### config.mk
export PLATFORM = sky130hd
export DESIGN_NAME = ciscud_control_unit_flat
export DESIGN_NICKNAME = d
export VERILOG_FILES = /design/src/rtl/ciscud_control_unit_if.sv /design/src/rtl/ciscud_control_unit.sv /design/src/flat_wrapper.sv
export SDC_FILE = /design/constraint.sdc
export NUM_CORES = 1
export LEC_CHECK = 0
export ABC_AREA = 1
export CAP_MARGIN = 20
export CORE_ASPECT_RATIO = 0.75
export CORE_MARGIN = 5
export CORE_UTILIZATION = 36
export DETAILED_ROUTE_END_ITERATION = 10
export PLACE_DENSITY = 0.86
export SLEW_MARGIN = 30
export SYNTH_ARGS = -nofsm -noshare
export SYNTH_HDL_FRONTEND = slang
export SYNTH_SLANG_ARGS = --single-unit
### constraint.sdc
create_clock -name clk -period 2.14 [get_ports clk]
set_input_delay 0.642 -clock clk [delete_from_list [all_inputs] [get_ports clk]]
set_output_delay 0.642 -clock clk [all_outputs]
set_load 0.02 [all_outputs]
### src/rtl/ciscud_control_unit_if.sv
// rtl/ciscud_control_unit_if.sv - strobe/status bundle between CiscUd control unit and datapath
// CISCUD_CU_ILLEGAL_TRAP_EN adds the illegal_op flag to the bundle.
interface ciscud_control_unit_if #(
  parameter int FUN_W = 4
);
  logic [15:0]      ir;
  logic             cond_in;
  logic             mem_ready;
  logic             load_pc;
  logic             load_ir;
  logic             load_ar;
  logic             load_dr;
  logic             load_s;
  logic [1:0]       sel_pc;
  logic             sel_ar;
  logic             sel_dr;
  logic             oe_pc_a;
  logic             oe_pc_d;
  logic             oe_ar;
  logic             oe_dr;
  logic             we_reg;
  logic             wsel;
  logic [2:0]       waddr;
  logic [2:0]       raddr_a;
  logic [2:0]       raddr_b;
  logic [FUN_W-1:0] fun;
  logic [1:0]       sel_s;
  logic             neg_s;
  logic             mem_rd;
  logic             mem_wr;
  logic             halted;
`ifdef CISCUD_CU_ILLEGAL_TRAP_EN
  logic             illegal_op;

  modport master (
    input  ir, cond_in, mem_ready,
    output load_pc, load_ir, load_ar, load_dr, load_s, sel_pc, sel_ar, sel_dr,
           oe_pc_a, oe_pc_d, oe_ar, oe_dr, we_reg, wsel, waddr, raddr_a, raddr_b,
           fun, sel_s, neg_s, mem_rd, mem_wr, halted, illegal_op
  );

  modport slave (
    output ir, cond_in, mem_ready,
    input  load_pc, load_ir, load_ar, load_dr, load_s, sel_pc, sel_ar, sel_dr,
           oe_pc_a, oe_pc_d, oe_ar, oe_dr, we_reg, wsel, waddr, raddr_a, raddr_b,
           fun, sel_s, neg_s, mem_rd, mem_wr, halted, illegal_op
  );
`else
  modport master (
    input  ir, cond_in, mem_ready,
    output load_pc, load_ir, load_ar, load_dr, load_s, sel_pc, sel_ar, sel_dr,
           oe_pc_a, oe_pc_d, oe_ar, oe_dr, we_reg, wsel, waddr, raddr_a, raddr_b,
           fun, sel_s, neg_s, mem_rd, mem_wr, halted
  );

  modport slave (
    output ir, cond_in, mem_ready,
    input  load_pc, load_ir, load_ar, load_dr, load_s, sel_pc, sel_ar, sel_dr,
           oe_pc_a, oe_pc_d, oe_ar, oe_dr, we_reg, wsel, waddr, raddr_a, raddr_b,
           fun, sel_s, neg_s, mem_rd, mem_wr, halted
  );
`endif
endinterface

### src/rtl/ciscud_control_unit.sv
// rtl/ciscud_control_unit.sv - multicycle fetch/decode/execute sequencer for the CiscUd datapath
// CISCUD_CU_ILLEGAL_TRAP_EN: illegal opcodes halt the unit and raise a sticky illegal_op.
module ciscud_control_unit #(
  parameter int               FUN_W      = 4,
  parameter logic [FUN_W-1:0] FUN_PASS_A = 4'h0
) (
  input  logic                  clk,
  input  logic                  rst_n,
  ciscud_control_unit_if.master cu
);

  typedef enum logic [3:0] {
    S_RESET,
    S_PCCLR,
    S_FETCH,
    S_DECODE,
    S_EXALU,
    S_LDI,
    S_LDAR,
    S_LDMEM,
    S_STAR,
    S_STDR,
    S_STMEM,
    S_TGT,
    S_HALT
  } state_e;

  localparam logic [3:0] OP_NOP  = 4'd0;
  localparam logic [3:0] OP_LDI  = 4'd1;
  localparam logic [3:0] OP_LD   = 4'd2;
  localparam logic [3:0] OP_ST   = 4'd3;
  localparam logic [3:0] OP_BR   = 4'd4;
  localparam logic [3:0] OP_JMP  = 4'd5;
  localparam logic [3:0] OP_HALT = 4'd6;

  localparam logic [1:0] PC_DATOS = 2'd0;
  localparam logic [1:0] PC_CERO  = 2'd2;
  localparam logic [1:0] PC_INC   = 2'd3;

  state_e state_q, state_d;

  logic       is_alu;
  logic [3:0] op;
  logic [2:0] rd, ra, rb;
  logic       upd_s;
  logic       unused_ir0;

  assign is_alu     = cu.ir[15];
  assign op         = cu.ir[14:11];
  assign rd         = cu.ir[10:8];
  assign ra         = cu.ir[7:5];
  assign rb         = cu.ir[4:2];
  assign upd_s      = cu.ir[1];
  assign unused_ir0 = cu.ir[0];

  logic             load_pc, load_ir, load_ar, load_dr, load_s;
  logic [1:0]       sel_pc;
  logic             sel_ar, sel_dr;
  logic             oe_pc_a, oe_pc_d, oe_ar, oe_dr;
  logic             we_reg, wsel;
  logic [2:0]       waddr, raddr_a, raddr_b;
  logic [FUN_W-1:0] fun;
  logic [1:0]       sel_s;
  logic             neg_s;
  logic             mem_rd, mem_wr;
  logic             halted;

  always_ff @(posedge clk) begin
    if (!rst_n) begin
      state_q <= S_RESET;
    end else begin
      state_q <= state_d;
    end
  end

`ifdef CISCUD_CU_ILLEGAL_TRAP_EN
  logic illegal_q;

  always_ff @(posedge clk) begin
    if (!rst_n) begin
      illegal_q <= 1'b0;
    end else if (state_q == S_DECODE && !is_alu && op > OP_HALT) begin
      illegal_q <= 1'b1;
    end
  end

  assign cu.illegal_op = illegal_q;
`endif

  always_comb begin
    state_d = state_q;
    load_pc = 1'b0;
    load_ir = 1'b0;
    load_ar = 1'b0;
    load_dr = 1'b0;
    load_s  = 1'b0;
    sel_pc  = 2'd0;
    sel_ar  = 1'b0;
    sel_dr  = 1'b0;
    oe_pc_a = 1'b0;
    oe_pc_d = 1'b0;
    oe_ar   = 1'b0;
    oe_dr   = 1'b0;
    we_reg  = 1'b0;
    wsel    = 1'b0;
    waddr   = 3'd0;
    raddr_a = 3'd0;
    raddr_b = 3'd0;
    fun     = '0;
    sel_s   = 2'd0;
    neg_s   = 1'b0;
    mem_rd  = 1'b0;
    mem_wr  = 1'b0;
    halted  = 1'b0;

    unique case (state_q)
      S_RESET: state_d = S_PCCLR;

      S_PCCLR: begin
        sel_pc  = PC_CERO;
        load_pc = 1'b1;
        state_d = S_FETCH;
      end

      S_FETCH: begin
        oe_pc_a = 1'b1;
        mem_rd  = 1'b1;
        if (cu.mem_ready) begin
          load_ir = 1'b1;
          sel_pc  = PC_INC;
          load_pc = 1'b1;
          state_d = S_DECODE;
        end
      end

      S_DECODE: begin
        if (is_alu) begin
          state_d = S_EXALU;
        end else begin
          case (op)
            OP_NOP:         state_d = S_FETCH;
            OP_LDI:         state_d = S_LDI;
            OP_LD:          state_d = S_LDAR;
            OP_ST:          state_d = S_STAR;
            OP_BR, OP_JMP:  state_d = S_TGT;
            OP_HALT:        state_d = S_HALT;
`ifdef CISCUD_CU_ILLEGAL_TRAP_EN
            default:        state_d = S_HALT;
`else
            default:        state_d = S_FETCH;
`endif
          endcase
        end
      end

      S_EXALU: begin
        raddr_a = ra;
        raddr_b = rb;
        fun     = cu.ir[14:11];
        we_reg  = 1'b1;
        waddr   = rd;
        wsel    = 1'b0;
        load_s  = upd_s;
        state_d = S_FETCH;
      end

      S_LDI: begin
        oe_pc_a = 1'b1;
        mem_rd  = 1'b1;
        if (cu.mem_ready) begin
          we_reg  = 1'b1;
          wsel    = 1'b1;
          waddr   = rd;
          sel_pc  = PC_INC;
          load_pc = 1'b1;
          state_d = S_FETCH;
        end
      end

      // LD and ST share the address phase: AR <- ra through the ALU.
      S_LDAR, S_STAR: begin
        raddr_a = ra;
        fun     = FUN_PASS_A;
        sel_ar  = 1'b1;
        load_ar = 1'b1;
        state_d = (state_q == S_LDAR) ? S_LDMEM : S_STDR;
      end

      S_LDMEM: begin
        oe_ar  = 1'b1;
        mem_rd = 1'b1;
        if (cu.mem_ready) begin
          we_reg  = 1'b1;
          wsel    = 1'b1;
          waddr   = rd;
          state_d = S_FETCH;
        end
      end

      S_STDR: begin
        raddr_a = rd;
        fun     = FUN_PASS_A;
        sel_dr  = 1'b1;
        load_dr = 1'b1;
        state_d = S_STMEM;
      end

      S_STMEM: begin
        oe_ar  = 1'b1;
        oe_dr  = 1'b1;
        mem_wr = 1'b1;
        if (cu.mem_ready) begin
          state_d = S_FETCH;
        end
      end

      // Target word is on Datos; a not-taken branch just skips it via PC+1.
      S_TGT: begin
        oe_pc_a = 1'b1;
        mem_rd  = 1'b1;
        sel_s   = cu.ir[7:6];
        neg_s   = cu.ir[5];
        if (cu.mem_ready) begin
          load_pc = 1'b1;
          sel_pc  = (op == OP_JMP || cu.cond_in) ? PC_DATOS : PC_INC;
          state_d = S_FETCH;
        end
      end

      S_HALT: halted = 1'b1;

      default: state_d = S_RESET;
    endcase
  end

  assign cu.load_pc = load_pc;
  assign cu.load_ir = load_ir;
  assign cu.load_ar = load_ar;
  assign cu.load_dr = load_dr;
  assign cu.load_s  = load_s;
  assign cu.sel_pc  = sel_pc;
  assign cu.sel_ar  = sel_ar;
  assign cu.sel_dr  = sel_dr;
  assign cu.oe_pc_a = oe_pc_a;
  assign cu.oe_pc_d = oe_pc_d;
  assign cu.oe_ar   = oe_ar;
  assign cu.oe_dr   = oe_dr;
  assign cu.we_reg  = we_reg;
  assign cu.wsel    = wsel;
  assign cu.waddr   = waddr;
  assign cu.raddr_a = raddr_a;
  assign cu.raddr_b = raddr_b;
  assign cu.fun     = fun;
  assign cu.sel_s   = sel_s;
  assign cu.neg_s   = neg_s;
  assign cu.mem_rd  = mem_rd;
  assign cu.mem_wr  = mem_wr;
  assign cu.halted  = halted;

endmodule

### src/flat_wrapper.sv
// flat-port wrapper written by rule: the top's interface ports become plain ports
module ciscud_control_unit_flat 
#(
  parameter int               FUN_W      = 4,
  parameter logic [FUN_W-1:0] FUN_PASS_A = 4'h0
)
  (clk, rst_n, cu_ir, cu_cond_in, cu_mem_ready, cu_load_pc, cu_load_ir, cu_load_ar, cu_load_dr, cu_load_s, cu_sel_pc, cu_sel_ar, cu_sel_dr, cu_oe_pc_a, cu_oe_pc_d, cu_oe_ar, cu_oe_dr, cu_we_reg, cu_wsel, cu_waddr, cu_raddr_a, cu_raddr_b, cu_fun, cu_sel_s, cu_neg_s, cu_mem_rd, cu_mem_wr, cu_halted);
  ciscud_control_unit_if #(.FUN_W(FUN_W)) cu_i ();
  input  logic clk;
  input  logic rst_n;
  input wire logic [$bits(cu_i.ir)-1:0] cu_ir;
  input wire logic [$bits(cu_i.cond_in)-1:0] cu_cond_in;
  input wire logic [$bits(cu_i.mem_ready)-1:0] cu_mem_ready;
  output wire logic [$bits(cu_i.load_pc)-1:0] cu_load_pc;
  output wire logic [$bits(cu_i.load_ir)-1:0] cu_load_ir;
  output wire logic [$bits(cu_i.load_ar)-1:0] cu_load_ar;
  output wire logic [$bits(cu_i.load_dr)-1:0] cu_load_dr;
  output wire logic [$bits(cu_i.load_s)-1:0] cu_load_s;
  output wire logic [$bits(cu_i.sel_pc)-1:0] cu_sel_pc;
  output wire logic [$bits(cu_i.sel_ar)-1:0] cu_sel_ar;
  output wire logic [$bits(cu_i.sel_dr)-1:0] cu_sel_dr;
  output wire logic [$bits(cu_i.oe_pc_a)-1:0] cu_oe_pc_a;
  output wire logic [$bits(cu_i.oe_pc_d)-1:0] cu_oe_pc_d;
  output wire logic [$bits(cu_i.oe_ar)-1:0] cu_oe_ar;
  output wire logic [$bits(cu_i.oe_dr)-1:0] cu_oe_dr;
  output wire logic [$bits(cu_i.we_reg)-1:0] cu_we_reg;
  output wire logic [$bits(cu_i.wsel)-1:0] cu_wsel;
  output wire logic [$bits(cu_i.waddr)-1:0] cu_waddr;
  output wire logic [$bits(cu_i.raddr_a)-1:0] cu_raddr_a;
  output wire logic [$bits(cu_i.raddr_b)-1:0] cu_raddr_b;
  output wire logic [$bits(cu_i.fun)-1:0] cu_fun;
  output wire logic [$bits(cu_i.sel_s)-1:0] cu_sel_s;
  output wire logic [$bits(cu_i.neg_s)-1:0] cu_neg_s;
  output wire logic [$bits(cu_i.mem_rd)-1:0] cu_mem_rd;
  output wire logic [$bits(cu_i.mem_wr)-1:0] cu_mem_wr;
  output wire logic [$bits(cu_i.halted)-1:0] cu_halted;
  assign cu_i.ir = cu_ir;
  assign cu_i.cond_in = cu_cond_in;
  assign cu_i.mem_ready = cu_mem_ready;
  assign cu_load_pc = cu_i.load_pc;
  assign cu_load_ir = cu_i.load_ir;
  assign cu_load_ar = cu_i.load_ar;
  assign cu_load_dr = cu_i.load_dr;
  assign cu_load_s = cu_i.load_s;
  assign cu_sel_pc = cu_i.sel_pc;
  assign cu_sel_ar = cu_i.sel_ar;
  assign cu_sel_dr = cu_i.sel_dr;
  assign cu_oe_pc_a = cu_i.oe_pc_a;
  assign cu_oe_pc_d = cu_i.oe_pc_d;
  assign cu_oe_ar = cu_i.oe_ar;
  assign cu_oe_dr = cu_i.oe_dr;
  assign cu_we_reg = cu_i.we_reg;
  assign cu_wsel = cu_i.wsel;
  assign cu_waddr = cu_i.waddr;
  assign cu_raddr_a = cu_i.raddr_a;
  assign cu_raddr_b = cu_i.raddr_b;
  assign cu_fun = cu_i.fun;
  assign cu_sel_s = cu_i.sel_s;
  assign cu_neg_s = cu_i.neg_s;
  assign cu_mem_rd = cu_i.mem_rd;
  assign cu_mem_wr = cu_i.mem_wr;
  assign cu_halted = cu_i.halted;
  ciscud_control_unit #(.FUN_W(FUN_W), .FUN_PASS_A(FUN_PASS_A)) u_core (.clk(clk), .rst_n(rst_n), .cu(cu_i));
endmodule
== Yosys cells after proc, flatten, opt, wreduce, memory -nomap -nowiden ==
Index checks and enable logic that the tools add are counted.
Storage, ports and cells
  register bits: 4
  output and inout bits: 34
  word-level logic and storage cells: 65
Cells by class
  equality and inequality tests: 20
  muxes and demuxes: 30
  bitwise logic cells: 1
  reduce and logical (&&, ||, !) cells: 13
Operators with widths (number)
  $pmux 4 s8: 1
  $eq 4x3->1 const B: 7
  $eq 4x4->1 const B: 5
  $mux 4: 5
  $pmux 4 s5: 1
  $eq 4x2->1 const B: 4
  $mux 1: 12
  $pmux 3 s2: 2
  $reduce_or 2->1: 6
  $eq 4x1->1 const B: 2
  $mux 2: 4
  $reduce_or 4->1: 2
  $mux 3: 2
  $pmux 2 s3: 1
  $reduce_or 3->1: 2
  $logic_not 4->1: 1
  $pmux 1 s2: 2
  $reduce_and 3->1: 1
  $ne 2x1->1 const B: 1
  $ne 2x2->1 const B: 1
  $logic_or 1x1->1: 1
  $not 1->1: 1

== Logic depth before layout (Yosys ltp) ==
Gate-level depths: netlist of run 1.
  depth after elaboration: 5
  mapped depth: 9

== Worst setup path before layout of run 1 ==
OpenSTA, ideal clock, no wires.
  path kind: input port to output port
  start: in cu_mem_ready
  end: out cu_waddr[0]
  arrival time: 1.754 ns
  required time: 1.498 ns
  setup slack: -0.256 ns
  cell stages on the path: 4
  buffers on the path: 0
  cell sequence: inv_1 > nor3_1 > nor2_1 > nor2_1
Between the ends
  word-level cells in the longest chain between the ends: 2
RTL lines
  start: declaration: RTL line flat_wrapper.sv:13  | input wire logic [$bits(cu_i.mem_ready)-1:0] cu_mem_ready;
  $mux 3: RTL line ciscud_control_unit.sv:170, ciscud_control_unit.sv:192
  $pmux 3 s2: RTL line ciscud_control_unit.sv:116  | unique case (state_q)
  end: declaration: RTL line flat_wrapper.sv:28  | output wire logic [$bits(cu_i.waddr)-1:0] cu_waddr;
Every way passes these cells.

== Final worst setup path of run 1 ==
  start: in cu_ir[6]
  end: out cu_sel_s[0]
Between the ends
  word-level cells in the longest chain between the ends: 1
RTL lines
  start: declaration: RTL line flat_wrapper.sv:11  | input wire logic [$bits(cu_i.ir)-1:0] cu_ir;
  $mux 2: RTL line ciscud_control_unit.sv:116
  end: declaration: RTL line flat_wrapper.sv:32  | output wire logic [$bits(cu_i.sel_s)-1:0] cu_sel_s;
Every way passes these cells.

==> metrics.log, run 1 <==
[metrics] Synth area leaders: sky130_fd_sc_hd__nor2_1 (15%), sky130_fd_sc_hd__inv_1 (14%), sky130_fd_sc_hd__nand2_1 (12%)
[metrics] Peak Freq: 466 MHz
[metrics] Reg2Reg Setup Slack: 0.78 ns
[metrics] final total negative setup slack: -0.00478 ns
[metrics] total half-perimeter wirelength after legalization and detailed placement: 2.53 mm
[metrics] Min-Delay Path Class: reg2reg
[metrics] number of global-route vias before repair: 1120
[metrics] critical path capture point type: output pin
[metrics] largest registers ranked by flip-flop count: u_core.state_q x4
[metrics] RR Endpoint: u_core.state_q[1]$_SDFFE_PN0P_
[metrics] placement-stage worst setup slack: -0.686 ns
[metrics] Clk Latency, worst-skew pair: 0.23 ns
[metrics] routability congestion estimate: 0.899
[metrics] Port-buffer cells: 51
[metrics] post-synthesis cell area: 698 sq um
[metrics] DRC violation count after routing: 0
[metrics] adder-cell share of the synthesized area: 0%
[metrics] clock buffer count from CTS: 3
[metrics] Die Width: 60.9 microns
[metrics] IO Count: 54
[metrics] design internal power: 0.327 mW
[metrics] share of cells above drive strength 1: 51.6%
[metrics] area delta synth->final: 114%
[metrics] synthesized net count: 158
[metrics] reg2reg start: u_core.state_q[2]$_SDFFE_PN0P_
[metrics] start point of the critical path: cu_ir[6]
[metrics] antenna-violating nets left: 0
[metrics] post-DR wirelength/cell: 13.8 microns
[metrics] number of flip-flops under the largest register name: 4
[metrics] library cell occupying the most area in the post-synthesis netlist: sky130_fd_sc_hd__nor2_1
[metrics] critical-path maximum fanout: 2
[metrics] clock power share: 15.4%
[metrics] count of final max-slew check failures: 0
[metrics] Seq cells post-synth: 4
[metrics] violations in the final reports: negative setup slack
[metrics] total track usage: 22.9%
[metrics] Post-Synth Simple-Gate Area: 51.1%
[metrics] Cell Pwr Density: 395 nW/um^2
[metrics] register bank with the most flops: u_core.state_q
[metrics] unrepaired setup endpoints after global routing: true
[metrics] combinational family with the most area after synthesis: simple AND/OR/NAND/NOR gates
[metrics] synthesized area per cell: 5.06 sq um
[metrics] die area: 2930 sq um
[metrics] class of the most critical setup path: in2out
[metrics] CTS Root Buffer Type: sky130_fd_sc_hd__clkbuf_4
[metrics] unique cell type count in the Yosys netlist: 20
[metrics] final critical-path setup slack: -0.00478 ns
[metrics] fin crit share: 100%
[metrics] share of power burned in combinational logic: 66.8%
[metrics] Clk pin slew, worst setup/hold paths: 0.04 ns
[metrics] core box area: 1790 sq um
[metrics] Syn Inst Count: 138
[metrics] starting density of the core: 39.0%
[metrics] number of hold violations in the final report: 0
[metrics] Vias: 1217
[metrics] fraction of synthesized area in multiplexers: 0%
[metrics] depth of the worst register-to-register path: 9
[metrics] sequential-to-total area share from yosys stat: 11.5%
[metrics] crit path DAT: 1.50 ns
[metrics] number of optimization iterations in the first detailed-route pass: 6
[metrics] post-route core utilization: 83.4%
[metrics] minimum period implied by the final worst setup slack: 2.14 ns
[metrics] final worst clock skew: 0.00359 ns
[metrics] startpoint class of the critical path: input port
[metrics] number of nets in the finished design: 243
[metrics] run status: finished, violations left
[metrics] count of synthesis-stage warnings from yosys: 0
[metrics] number of DRC markers after the initial detailed-route iteration: 50
[metrics] top-area cell type share of the netlist area: 15.1%
[metrics] first-pass GRT wire length: 5.02 mm
[metrics] H-tree levels: 1
[metrics] VDD IR max: 0.000478 V
[metrics] XOR/XNOR share of the synthesized area: 0%
[metrics] drt via density: 5.01
[metrics] Sequential Power Share: 17.8%
[metrics] Setup-failing EPs final: 1
[metrics] total wire length after detailed routing: 3.34 mm
[metrics] clock tree from TritonCTS: yes
[metrics] Hold Crit Depth: 2
[metrics] row cnt: 13
[metrics] maximum clock path buffer count: 2
[metrics] GRT Residual Overflow: 0
[metrics] P_sw: 0.263 mW
[metrics] die height: 48.1 microns
[metrics] required time at the endpoint of the critical path: 1.50 ns
[metrics] number of fill cells in the layout: 118
[metrics] worst setup path endpoint: cu_sel_s[0]
[metrics] fraction of power spent switching nets: 44.6%
[metrics] antenna violations before repair: 0
[metrics] antenna cell count: 0
[metrics] overall power after layout: 0.590 mW
[metrics] complex-gate fraction of the synthesized area: 14.2%
[metrics] Sink Count: 4
[metrics] max_cap viols: 0
[metrics] P_leak: 0.852 nW
[metrics] pin count of the biggest net entering global routing: 9
-- cell usage after synthesis --
master                     number
sky130_fd_sc_hd__nand3b_1       1
sky130_fd_sc_hd__nand2_1       23
sky130_fd_sc_hd__nor3_1         2
sky130_fd_sc_hd__inv_2          5
sky130_fd_sc_hd__nand3_1       11
sky130_fd_sc_hd__o21ai_2        1
sky130_fd_sc_hd__nor2_2         7
sky130_fd_sc_hd__a22oi_1        1
sky130_fd_sc_hd__buf_4          5
sky130_fd_sc_hd__nand2_2        6
sky130_fd_sc_hd__conb_1         1
sky130_fd_sc_hd__o21ai_0        4
sky130_fd_sc_hd__a21boi_0       1
sky130_fd_sc_hd__nor2_4         1
sky130_fd_sc_hd__inv_1         26
sky130_fd_sc_hd__a21oi_1        6
sky130_fd_sc_hd__nor2_1        28
sky130_fd_sc_hd__clkinv_2       1
sky130_fd_sc_hd__o22ai_1        4
sky130_fd_sc_hd__dfxtp_1        4
-- critical path, stage by stage --
cell	delay, ns
sky130_fd_sc_hd__clkdlybuf4s50_1	0.46
sky130_fd_sc_hd__inv_1	0.06
sky130_fd_sc_hd__nor2_1	0.15
sky130_fd_sc_hd__buf_2	0.20
-- kinds of logic after synthesis --
family	Yosys count
AND/OR/NAND/NOR	79
buffers and inverters	37
AO/OA/AOI/OAI	17
flip-flops	4
other	1
-- worst min path at each step --
stage                                               from                        endpoint
after CTS                 u_core.state_q[2]$_SDFFE_PN0P_  u_core.state_q[2]$_SDFFE_PN0P_
after global placement    u_core.state_q[2]$_SDFFE_PN0P_  u_core.state_q[2]$_SDFFE_PN0P_
after floorplan           u_core.state_q[3]$_SDFFE_PN0P_  u_core.state_q[3]$_SDFFE_PN0P_
after global routing      u_core.state_q[0]$_SDFFE_PN0P_  u_core.state_q[0]$_SDFFE_PN0P_
final                     u_core.state_q[0]$_SDFFE_PN0P_  u_core.state_q[0]$_SDFFE_PN0P_
after detailed placement  u_core.state_q[2]$_SDFFE_PN0P_  u_core.state_q[2]$_SDFFE_PN0P_
-- power by group through the flow --
stage / sequential (mW) / clock, mW / combinational (mW)
4_1_cts: 0.0995 / 0.0976 / 0.362
6_report: 0.105 / 0.0907 / 0.394
5_1_grt: 0.106 / 0.102 / 0.427
2_1_floorplan: 0.0981 / 0 / 0.175
3_3_place_gp: 0.0994 / 0 / 0.359
3_5_place_dp: 0.101 / 0 / 0.372
-- cells in the final DEF, fill, tap and decap left out, drive strengths merged --
cell and count:
a21oi 6, clkdlybuf4s15 5, o22ai 4, clkdlybuf4s50 12, dfxtp 4, conb 1, nand2 29, a22oi 1
a21boi 1, buf 57, nand3 11, clkbuf 7, dlygate4sd2 7, nor3 2, nor2 36, inv 31
nand3b 1, clkinv 1, o21ai 5
-- routing by layer --
metal | share of wire (%) | track usage (%) | vias to the layer above
met1 | 40 | 27.7 | 564
met5 | 0 | 0 | -
met3 | 12 | 4.23 | 7
li1 | - | - | 582
met4 | 1.4 | 5.19 | 0
met2 | 47 | 42.9 | 64
-- through the flow --
| step | area [sq um] | hold WS (ns) | std cells |
|---|---|---|---|
| 4_1_cts | 1450 | 0.512 | 242 |
| 3_3_place_gp | 1440 | 0.522 | 238 |
| 2_1_floorplan | 703 | 0.532 | 138 |
| 3_5_place_dp | 1440 | 0.536 | 238 |
| 5_1_grt | 1490 | 0.549 | 243 |
| 6_report | 1490 | 0.530 | 243 |
-- area by class of cell --
| class | instances | area (sq um) | area share, % |
|---|---|---|---|
| clock buffer | 3 | 22.5 | 1.51 |
| inverter | 32 | 124 | 8.30 |
| multi-input combinational | 97 | 567 | 38.0 |
| sequential | 4 | 87.6 | 5.87 |
| tap | 22 | 27.5 | 1.84 |
| timing repair buffer | 85 | 664 | 44.5 |
-- repair_timing --
item	in CTS	in global routing
setup buffers	1	1
setup endpoints to repair	33	26
gates resized for setup	127	49
pin swaps	5	7
hold buffers	0	0
Note: power is estimated with default switching activity, not from simulation.
==> inputs of run 2 (changes only) <==
TNS_END_PERCENT = 20   (was not set)
==> run 2 against run 1 <==
  * Via count up 1.2%
  * First-iteration DRC count is 80% higher
  * Routed wire length up 4.4%
  * Fmax fell by 0.50%
  * Clock power about the same
  * Largest cell class unchanged
  * Total power is 0.47% higher
  * Global-route usage rose by 0.11 points
  * The run still ends with negative setup slack left
  * Non-clock buffer count decreased by 1
  * Utilization is 1.7 points lower
==> metrics.log, run 2 (synthesized netlist as in run 1, its figures left out) <==
[metrics] run status: finished, violations left
[metrics] violations in the final reports: negative setup slack
[metrics] placement-stage worst setup slack: -0.686 ns
[metrics] Peak Freq: 464 MHz
[metrics] total half-perimeter wirelength after legalization and detailed placement: 2.53 mm
[metrics] starting density of the core: 39.0%
[metrics] routability congestion estimate: 0.899
[metrics] GRT Residual Overflow: 0
[metrics] Min-Delay Path Class: reg2reg
[metrics] top library cells by usage in the layout, fill and taps aside: sky130_fd_sc_hd__buf_4 (37), sky130_fd_sc_hd__inv_1 (22), sky130_fd_sc_hd__nand2_1 (20), sky130_fd_sc_hd__nor2_1 (20), sky130_fd_sc_hd__buf_2 (13)
[metrics] fraction of power spent switching nets: 45.3%
[metrics] pin count of the biggest net entering global routing: 9
[metrics] share of cells above drive strength 1: 49.5%
[metrics] drt via density: 5.09
[metrics] unrepaired setup endpoints after global routing: true
[metrics] Cell Area, Placed: 1440 sq um
[metrics] post-cts hold buffer count: 0
[metrics] P_leak: 0.839 nW
[metrics] clock buffer count from CTS: 3
[metrics] Die Width: 60.9 microns
[metrics] largest registers ranked by flip-flop count: u_core.state_q x4
[metrics] final total negative setup slack: -0.0156 ns
[metrics] Sequential Power Share: 17.7%
[metrics] Setup-failing EPs final: 1
[metrics] Vias: 1231
[metrics] VDD IR max: 0.000453 V
[metrics] clock tree from TritonCTS: yes
[metrics] number of fill cells in the layout: 125
[metrics] most common cell after layout, fill and taps aside: sky130_fd_sc_hd__buf_4
[metrics] design internal power: 0.324 mW
[metrics] area delta synth->final: 109%
[metrics] number of global-route vias before repair: 1138
[metrics] share of power burned in combinational logic: 66.9%
[metrics] antenna violations before repair: 0
[metrics] Sink Count: 4
[metrics] fin crit share: 101%
[metrics] startpoint class of the critical path: input port
[metrics] first-pass GRT wire length: 5.06 mm
[metrics] number of optimization iterations in the first detailed-route pass: 4
[metrics] antenna cell count: 0
[metrics] antenna-violating nets left: 0
[metrics] Cell Pwr Density: 406 nW/um^2
[metrics] die height: 48.1 microns
[metrics] max_cap viols: 0
[metrics] P_sw: 0.269 mW
[metrics] critical path capture point type: output pin
[metrics] number of hold violations in the final report: 0
[metrics] minimum period implied by the final worst setup slack: 2.16 ns
[metrics] design area: 1460 sq um
[metrics] total wire length after detailed routing: 3.49 mm
[metrics] final critical-path setup slack: -0.0156 ns
[metrics] CTS Root Buffer Type: sky130_fd_sc_hd__clkbuf_4
[metrics] number of DRC markers after the initial detailed-route iteration: 90
[metrics] core box area: 1790 sq um
[metrics] final worst clock skew: 0.00369 ns
[metrics] Port-buffer cells: 51
[metrics] post-DR wirelength/cell: 14.4 microns
[metrics] total track usage: 23.0%
[metrics] DRC violation count after routing: 0
[metrics] crit path DAT: 1.51 ns
[metrics] number of nets in the finished design: 242
[metrics] row cnt: 13
[metrics] maximum clock path buffer count: 2
[metrics] Clk Latency, worst-skew pair: 0.23 ns
[metrics] post-route core utilization: 81.7%
[metrics] IO Count: 54
[metrics] required time at the endpoint of the critical path: 1.50 ns
[metrics] critical-path maximum fanout: 2
[metrics] clock power share: 15.4%
[metrics] class of the most critical setup path: in2out
[metrics] register bank with the most flops: u_core.state_q
[metrics] count of final max-slew check failures: 0
[metrics] Clk pin slew, worst setup/hold paths: 0.03 ns
[metrics] die area: 2930 sq um
[metrics] H-tree levels: 1
[metrics] number of flip-flops under the largest register name: 4
[run 2: power by group through the flow]
stage	Sequential [mW]	Combinational [mW]	Clock [mW]
floorplan	0.0981	0.175	0
global placement	0.0994	0.359	0
detailed placement	0.101	0.372	0
CTS	0.0995	0.361	0.0976
global route	0.104	0.428	0.102
finish	0.105	0.397	0.0910
[run 2: worst paths after layout]
check	cells past startpoint	to	startpoint	slack [ns]
setup reg to reg	9	u_core.state_q[2]$_SDFFE_PN0P_	u_core.state_q[0]$_SDFFE_PN0P_	0.69
hold reg to reg	2	u_core.state_q[2]$_SDFFE_PN0P_	u_core.state_q[2]$_SDFFE_PN0P_	0.53
setup / recovery	4	cu_raddr_a[0]	cu_ir[8]	-0.02
hold / removal	2	u_core.state_q[2]$_SDFFE_PN0P_	u_core.state_q[2]$_SDFFE_PN0P_	0.53
[run 2: metrics by stage]
stage	total power [mW]	std cells	hold WS, ns
3_3_place_gp	0.459	238	0.522
2_1_floorplan	0.273	138	0.532
5_1_grt	0.634	242	0.549
6_report	0.593	242	0.531
4_1_cts	0.559	242	0.547
3_5_place_dp	0.473	238	0.536
[run 2: area by class of cell]
type | count | area (sq um) | area share, %
clock buffer | 3 | 22.5 | 1.54
multi-input combinational | 97 | 543 | 37.2
timing repair buffer | 84 | 657 | 44.9
inverter | 32 | 124 | 8.48
sequential | 4 | 87.6 | 5.99
tap | 22 | 27.5 | 1.88
[run 2: worst max-delay path, cell delays in order]
cell and delay, ns:
sky130_fd_sc_hd__clkdlybuf4s50_1 0.47, sky130_fd_sc_hd__inv_1 0.06, sky130_fd_sc_hd__o22ai_1 0.17, sky130_fd_sc_hd__buf_4 0.17
[run 2: layer usage]
layer | GRT usage [%] | up-vias | routed length (microns)
met5 | 0 | - | 0
met4 | 5.63 | 0 | 65
met3 | 3.44 | 11 | 505
met2 | 43.3 | 87 | 1660
met1 | 28.0 | 553 | 1260
li1 | - | 580 | -
[run 2: repair_timing]
| item | 4_1_cts | 5_1_grt |
|---|---|---|
| gates resized for setup | 124 | 44 |
| pin swaps | 5 | 6 |
| buffers inserted | 1 | 0 |
| endpoints found under the setup margin | 33 | 27 |
